<file path="src/rtl/yuv422_to_rgb888_converter.sv">
// Frame-level packed YUV 4:2:2 to packed RGB888 converter that walks SRAM one pixel pair at a time.
// Define YUV2RGB_BT709_EN to honour the mode input (BT.709); otherwise BT.601 is always used.
module yuv422_to_rgb888_converter #(
  parameter int W        = 320,
  parameter int H        = 240,
  parameter int DW       = 16,
  parameter int AW       = 18,
  parameter int ADDR_YUV = 0,
  parameter int ADDR_RGB = 76800
) (
  input  logic          clk,
  input  logic          reset,
  input  logic          start,
  input  logic          mode,
  output logic          busy,
  output logic          done,
  output logic [AW-1:0] raddr,
  input  logic [DW-1:0] rdata,
  output logic [AW-1:0] waddr,
  output logic [DW-1:0] wdata,
  output logic          wr_enable
);

  localparam int NPAIRS = W * H / 2;
  localparam int PCW    = (NPAIRS > 1) ? $clog2(NPAIRS) : 1;

  typedef enum logic [3:0] {
    IDLE, RD_Y, RD_UV, CAP_UV, CALC, WR0, WR1, WR2, DONE
  } state_t;

  // Unsigned Q16 coefficients.
  typedef struct packed {
    logic [17:0] a;
    logic [17:0] b;
    logic [17:0] c;
    logic [17:0] d;
    logic [17:0] e;
  } coef_t;

  localparam coef_t BT601 = '{a: 18'd76284, b: 18'd104595, c: 18'd25624,
                              d: 18'd53281, e: 18'd132251};

  state_t         state, next_state;
  logic [PCW-1:0] pair_cnt;
  logic [AW-1:0]  wr_base;
  logic           last_pair;
  logic [15:0]    y_word, uv_word;
  logic [7:0]     r0, g0, b0, r1, g1, b1;
  logic [23:0]    pix0, pix1;
  coef_t          coef_sel;

`ifdef YUV2RGB_BT709_EN
  localparam coef_t BT709 = '{a: 18'd76284, b: 18'd117440, c: 18'd13959,
                              d: 18'd34928, e: 18'd138412};
  logic mode_q;

  assign coef_sel = mode_q ? BT709 : BT601;
`else
  logic unused_mode;

  assign unused_mode = mode;
  assign coef_sel    = BT601;
`endif

  assign last_pair = (pair_cnt == PCW'(NPAIRS - 1));

  // NOTE: every variable assigned in always_comb gets a default first, so no path leaves it unassigned and no latch is inferred.
  always_comb begin
    next_state = state;
    case (state)
      IDLE:    if (start) next_state = RD_Y;
      RD_Y:    next_state = RD_UV;
      RD_UV:   next_state = CAP_UV;
      CAP_UV:  next_state = CALC;
      CALC:    next_state = WR0;
      WR0:     next_state = WR1;
      WR1:     next_state = WR2;
      WR2:     next_state = last_pair ? DONE : RD_Y;
      DONE:    next_state = IDLE;
      default: next_state = IDLE;
    endcase
  end

  // NOTE: sequential state uses non-blocking assignments so every register samples pre-edge values, independent of statement order.
  always_ff @(posedge clk) begin
    if (reset) begin
      state    <= IDLE;
      pair_cnt <= '0;
      raddr    <= '0;
      wr_base  <= '0;
`ifdef YUV2RGB_BT709_EN
      mode_q   <= 1'b0;
`endif
    end else begin
      state <= next_state;
      case (state)
        IDLE: if (start) begin
          pair_cnt <= '0;
          raddr    <= AW'(ADDR_YUV);
          wr_base  <= AW'(ADDR_RGB);
`ifdef YUV2RGB_BT709_EN
          mode_q   <= mode;
`endif
        end
        // raddr is the running read pointer: Y word in RD_Y, UV word in RD_UV.
        RD_Y: raddr <= raddr + AW'(1);
        WR2: begin
          pair_cnt <= pair_cnt + PCW'(1);
          wr_base  <= wr_base + AW'(3);
          if (!last_pair) raddr <= raddr + AW'(1);
        end
        default: ;
      endcase
    end
  end

  function automatic logic [7:0] sat8(input logic signed [31:0] acc);
    logic signed [15:0] q;
    q = acc[31:16];
    if (q < 0)              return 8'd0;
    else if (q > 16'sd255)  return 8'd255;
    else                    return q[7:0];
  endfunction

  function automatic logic [23:0] yuv_pixel(input logic [7:0] y8, input logic [7:0] u8,
                                            input logic [7:0] v8, input coef_t k);
    logic signed [8:0]  ys, us, vs;
    logic signed [31:0] ya, r_acc, g_acc, b_acc;
    ys    = $signed({1'b0, y8}) - 9'sd16;
    us    = $signed({1'b0, u8}) - 9'sd128;
    vs    = $signed({1'b0, v8}) - 9'sd128;
    ya    = 32'(ys) * $signed({14'd0, k.a});
    r_acc = ya + 32'(vs) * $signed({14'd0, k.b});
    g_acc = ya - 32'(vs) * $signed({14'd0, k.d}) - 32'(us) * $signed({14'd0, k.c});
    b_acc = ya + 32'(us) * $signed({14'd0, k.e});
    return {sat8(r_acc), sat8(g_acc), sat8(b_acc)};
  endfunction

  assign pix0 = yuv_pixel(y_word[15:8], uv_word[15:8], uv_word[7:0], coef_sel);
  assign pix1 = yuv_pixel(y_word[7:0],  uv_word[15:8], uv_word[7:0], coef_sel);

  // NOTE: datapath registers carry no reset; each is written before the state that consumes it.
  always_ff @(posedge clk) begin
    case (state)
      RD_UV:   y_word  <= rdata[15:0];
      CAP_UV:  uv_word <= rdata[15:0];
      CALC: begin
        {r0, g0, b0} <= pix0;
        {r1, g1, b1} <= pix1;
      end
      default: ;
    endcase
  end

  assign busy      = (state != IDLE) && (state != DONE);
  assign done      = (state == DONE);
  assign wr_enable = (state == WR0) || (state == WR1) || (state == WR2);

  always_comb begin
    waddr = '0;
    wdata = '0;
    case (state)
      WR0: begin
        waddr = wr_base;
        wdata = DW'({r0, g0});
      end
      WR1: begin
        waddr = wr_base + AW'(1);
        wdata = DW'({b0, r1});
      end
      WR2: begin
        waddr = wr_base + AW'(2);
        wdata = DW'({g1, b1});
      end
      default: ;
    endcase
  end

endmodule

</file>
<file path="config.mk">
export PLATFORM = sky130hd
export DESIGN_NAME = yuv422_to_rgb888_converter
export DESIGN_NICKNAME = d
export VERILOG_FILES = /design/src/rtl/yuv422_to_rgb888_converter.sv
export SDC_FILE = /design/constraint.sdc
export NUM_CORES = 1
export LEC_CHECK = 0
export ABC_AREA = 1
export ABC_CLOCK_PERIOD_IN_PS = 6400
export CORE_MARGIN = 2
export CORE_UTILIZATION = 29
export CTS_CLUSTER_SIZE = 40
export DETAILED_ROUTE_END_ITERATION = 10
export PLACE_DENSITY = 0.55
export SETUP_SLACK_MARGIN = 0.1
export SLEW_MARGIN = 20
export SYNTH_ARGS = -nofsm -noshare
export SYNTH_HDL_FRONTEND = slang
export SYNTH_SLANG_ARGS = --single-unit
</file>
<file path="constraint.sdc">
create_clock -name clk -period 6.4 [get_ports clk]
set_input_delay 1.28 -clock clk [delete_from_list [all_inputs] [get_ports clk]]
set_output_delay 1.28 -clock clk [all_outputs]
set_load 0.1 [all_outputs]
</file>
# Word-level counts from Yosys, hierarchy flattened

Cells that the tools add are included.

Register bits after elaboration: 136
Output and inout port bits: 55

Muxes and demuxes: 18
Add/sub/neg operators: 17
$lt $le $gt $ge: 12
$mul: 6
Equality and inequality tests: 12
Reduce and logical (&&, ||, !) cells: 9

Operator list:

| cell                    | number |
|---|---|
| $pmux W18 S3            | 2 |
| $add A27 B28 Y29        | 2 |
| $sub A28 B25 Y29        | 2 |
| $add A27 B27 Y28        | 2 |
| $sub A27 B26 Y28        | 2 |
| $mux W18                | 3 |
| $gt A13 B9 Y1 const B   | 4 |
| $lt A13 B1 Y1 const B   | 4 |
| $mul A9 B16 Y25 const B | 2 |
| $mux W8                 | 6 |
| $pmux W16 S3            | 1 |
| $add A18 B1 Y18 const B | 2 |
| $add A18 B2 Y18 const B | 2 |
| $pmux W18 S2            | 1 |
| $pmux W16 S2            | 1 |
| $pmux W4 S8             | 1 |
| $mul A9 B19 Y28 const B | 1 |
| $mul A9 B18 Y27 const B | 1 |
| $mul A9 B17 Y26 const B | 1 |
| $gt A12 B9 Y1 const B   | 2 |
| $lt A12 B1 Y1 const B   | 2 |
| $mul A9 B13 Y22 const B | 1 |
| $sub A8 B5 Y9 const B   | 2 |
| $sub A8 B8 Y9 const B   | 2 |
| other kinds (18)        | 25 |

# Logic depth before layout (Yosys ltp)

Word-level depth: 6
Depth in mapped cells: 39
Gate-level depth less buffers: 38

# Worst setup path after synthesis

OpenSTA, ideal clock, no wires.

Path kind: reg-to-reg
Start point: reg y_word[12]
End point: reg g0[2], data pin
Path buffers: 0
Period minus slack after synthesis: 6.917 ns
Arrival: 6.667 ns
Cell stages (with the launch flop): 34
Required time: 6.150 ns
Path slack: -0.517 ns
Cell sequence: edfxtp_1 -> inv_1 -> ha_1 -> xnor2_1 -> inv_1 -> ha_1 -> ha_1 -> inv_1 -> fa_1 -> inv_1 -> fa_1 -> fa_1 -> ha_1 -> a21oi_1 -> nand2_1 -> a21oi_1 -> o21ai_0 -> a21oi_1 -> o21ai_0 -> xor2_1 -> fa_1 -> ha_1 -> nand2_1 -> inv_1 -> nand2_1 -> nand3_1 -> a21oi_1 -> nand3_1 -> nand2_1 -> nand2_1 -> nor2_2 -> nand3_1 -> nand2_1 -> inv_1

Word-level cells in the longest chain between the ends: 6
Elaborated cells between the ends (all ways): 7

Ends and longest elaborated chain:

| element                | RTL line | text |
|---|---|---|
| start, declared        | 47       | `logic [15:0] y_word, uv_word;` |
| start signal, assigned | 145      | `RD_UV: y_word <= rdata[15:0];` |
| $sub A8 B5 Y9 *        | 129      | `ys = $signed({1'b0, y8}) - 9'sd16;` |
| $mul A9 B16 Y25 *      | 132      | `ya = 32'(ys) * $signed({14'd0, k.a});` |
| $sub A27 B26 Y28 *     | 134      | `g_acc = ya - 32'(vs) * $signed({14'd0, k.d}) - 32'(us) * $signed({14'd0, k.c});` |
| $sub A28 B25 Y29 *     | 134      |  |
| $gt A13 B9 Y1          | 121      | `else if (q > 16'sd255) return 8'd255;` |
| $mux W8                | 121      |  |
| end signal, assigned   | 148      | `{r0, g0, b0} <= pix0;` |
| end, declared          | 48       | `logic [7:0] r0, g0, b0, r1, g1, b1;` |

Every way passes the cells marked *; elsewhere a longest branch is shown, timed or not.
A chain may end at the register's enable or synchronous reset.

# Final worst setup path

Start point: reg y_word[5]
End point: reg g1[4], data pin

Word-level cells in the longest chain between the ends: 6
Elaborated cells between the ends (all ways): 7

Ends and longest elaborated chain:

| element              | RTL line | text |
|---|---|---|
| $sub A8 B5 Y9 *      | 129      |  |
| $mul A9 B16 Y25 *    | 132      |  |
| $sub A27 B26 Y28 *   | 134      |  |
| $sub A28 B25 Y29 *   | 134      |  |
| $gt A13 B9 Y1        | 121      |  |
| $mux W8              | 121      |  |
| end signal, assigned | 149      | `{r1, g1, b1} <= pix1;` |
| end, declared        | 48       |  |

Marked as above.

==> flow_summary.yaml <==
synth:
  dominantRegCellSynth: "edfxtp_1"
  ys_seq_area_share_pct: 11.50
  synth_edf_count: 80
  synth.distinct_cells: 56
  yosysTopAreaCell: "ha_1"
  synth_cells: 4522
  ys_warn_count: 0
  synth_area_per_cell_um2: 6.774
  synth_top_area_share_pct: 24.75
  syn_nets: 5315
  synth_area_um2: 30630
  ys_seq_elements: 136
  synthTopCellsByArea: "ha_1, nand2_1, inv_1"
  synth_async_sr_flop_share_pct: 0
routing:
  first_pass_iters: 5
  avgViaCountPerCell: 4.648
  drc: 0
  num_vias: 30930
  drt_iter0_markers: 1832
  wl_per_cell_um: 16.07
  routed_wl_um: 107000
  postRouteAntennaNets: 0
critical_path:
  r2r-end: "g1[4]"
  critical_path_class: "reg2reg"
  reg2reg_slack_ns: -0.25
  crit_fanout: 8
  cpMaxStageDelayCell: "fa_1"
  start_kind: "flip-flop"
  timing.critical_path.buf_inv: 10
  worstPathRequired_ns: 6.64
  crit_family: "adder cells"
  cp.arrival_ns: 6.89
  r2r_start: "y_word[5]"
  path_common_cell: "inv_1"
  end_kind: "flip-flop"
  cpPeakStageDelay_ns: 0.55
  reg2reg_depth: 36
final_layout:
  fillerInstances: 10880
  area_growth_pct: 38.25
  final_cell_area_um2: 42350
  final_nets: 6043
  stdcell_count: 6655
  drive_gt1_share_pct: 25.37
  final_util_pct: 40.34
min_path:
  hold_class: "reg2reg"
  hp-start: "pair_cnt[1]"
  min_to: "pair_cnt[1]"
  min_path_cells: 2
sta:
  maxSlewViolCount: 0
  grt_setup_unrepaired: "true"
  relSlewSlack_pct: 28.87
  setup_viol: 16
  clock.fmax_ghz: 0.1504
  fin_ws_ns: -0.2510
  hold_viol_final: 0
  min_period_ns: 6.651
  fin_worst_skew_ns: 0.02876
  fin_crit_sh_pct: 103.9
  worst_slew_pin_slew_ns: 1.064
  final.setup.tns_ns: -2.922
clock_tree:
  root_buffer: "clkbuf_16"
  clkSinkCount: 136
  insertion_delay_ns: 0.50
  htreeDepth: 4
  cts_made_buffers: 17
  cts_tree: "done"
  cts_max_path_buffers: 2
  path_clk_slew_ns: 0.07
  postCtsHoldBufs: 0
grt:
  antenna_found_initial: 0
  grt_pass1_vias: 29900
  grt.total_usage_pct: 19.49
  grt_max_degree: 49
  grt_pass1_wl_um: 163600
  overflow: 0
floorplanning:
  dieHeight_um: 329.0
  fp-row-count: 119
  die_x_um: 329.0
  ios: 75
  start_util_pct: 29.18
  core_area_um2: 105000
  die_area_um2: 108200
placement:
  globalplace.congestion: 0.9780
  placed_cells: 6543
  dpl.hpwl_um: 92650
  dpl-instance-area_um2: 37890
  port_buffers: 73
run_status:
  status: "finished, violations left"
  violations: "negative setup slack"
job:
  cap_violations: 0
layer usage:
metal | vias up | global-route usage [%] | routed length (µm)
li1 | 15900 | - | -
met1 | 14250 | 25.55 | 48710
met2 | 635 | 33.10 | 49240
met3 | 144 | 2.373 | 4858
met4 | 0 | 6.373 | 4161
met5 | - | 0 | 0
cell families (layout without fill, tap and decap cells):
kind of cell / after synthesis / in the layout / share of synthesized area, %
XOR/XNOR: 155 / 155 / 4.457
buffers and inverters: 991 / 1732 / 12.18
flip-flops: 136 / 136 / 11.50
adder cells (fa/ha/maj): 773 / 773 / 35.67
AND/OR/NAND/NOR: 1935 / 1935 / 26.39
AO/OA/AOI/OAI: 532 / 532 / 9.800
other: 0 / 1 / 0
cell usage after synthesis, types with 4 or more instances:
cell      instances
a21o_1           19
a21oi_1         279
o21ai_1          10
nor3b_1           4
a31oi_1          20
edfxtp_1         80
dfxtp_1          56
xnor2_1          64
a211oi_1         11
nand3_1         235
inv_2            11
o31ai_1          14
nor3_2            7
nand2_2           4
nor3_1           57
o211ai_1          7
a221oi_1          8
buf_2             4
clkbuf_1         11
o21a_1            7
nor2_1          309
fa_1            167
inv_1           962
ha_1            606
nor4_1           12
xor2_1           90
nand2_1        1189
nand4_1          48
o21ai_0         108
nor2_2           21
o21bai_1         28
nand3b_1         24
or2_2            12
o221ai_1          5
placed cells by master (no fill, tap or decap), drive strengths merged, types with 12 or more instances in the layout:
master,n
dfxtp,56
xnor2,64
nand3,236
clkdlybuf4s50,73
buf,653
nand4,49
o21bai,28
a21oi,281
fa,167
nor4,12
a31oi,20
edfxtp,80
ha,606
o21ai,118
xor2,91
o31ai,14
nand2,1195
clkbuf,18
nand3b,24
nor3,64
a21o,19
nor2,332
or2,13
inv,978
metrics by stage:
stage | setup WS (ns) | hold WS (ns)
global route | -0.5650 | 0.5116
CTS | -0.2066 | 0.4856
floorplan | 0.1011 | 0.4514
finish | -0.2510 | 0.4874
global placement | -0.5674 | 0.4677
detailed placement | -0.5769 | 0.4724
sequential cells by signal, indices dropped and copies added (netlist names), 16 cells and up:
register	flops
wr_base	18
uv_word	16
y_word	16
pair_cnt	16
raddr	18
worst reg2reg max path, delay by kind of cell (launching register included):
kind	cells	cell delay, ns
flip-flops	1	0.43
adder cells (fa/ha/maj)	7	2.58
AO/OA/AOI/OAI	7	1.11
AND/OR/NAND/NOR	10	1.02
XOR/XNOR	2	0.42
buffers and inverters	10	0.88
layout make-up:
class / instances / area (µm²) / share of cell area, %
Antenna cell: 1 / 2.502 / 0.005909
Clock buffer: 18 / 439.2 / 1.037
Clock inverter: 14 / 132.6 / 0.3132
Inverter: 974 / 3680 / 8.690
Multi-Input combinational cell: 3395 / 27000 / 63.76
Sequential cell: 136 / 3523 / 8.320
Tap cell: 1391 / 1740 / 4.110
Timing Repair Buffer: 726 / 5829 / 13.77
worst max-delay path by stage:
stage,start,to,depth (start not counted),slack (ns)
after floorplan,y_word[12],g0[0],32,0.10
after global placement,y_word[5],g1[7],32,-0.57
after detailed placement,y_word[5],g1[6],36,-0.58
after CTS,y_word[4],g1[1],36,-0.21
after global routing,y_word[4],g1[4],32,-0.57
final,y_word[5],g1[4],36,-0.25
timing repair:
action	4_1_cts	5_1_grt
pin swaps	165	190
setup endpoints to repair	48	48
resized for setup	370	323
buffers inserted	47	37
Power is left out: the tool's default activity adds up to more than one toggle a clock period on the data nets, which glitch-free logic cannot reach.
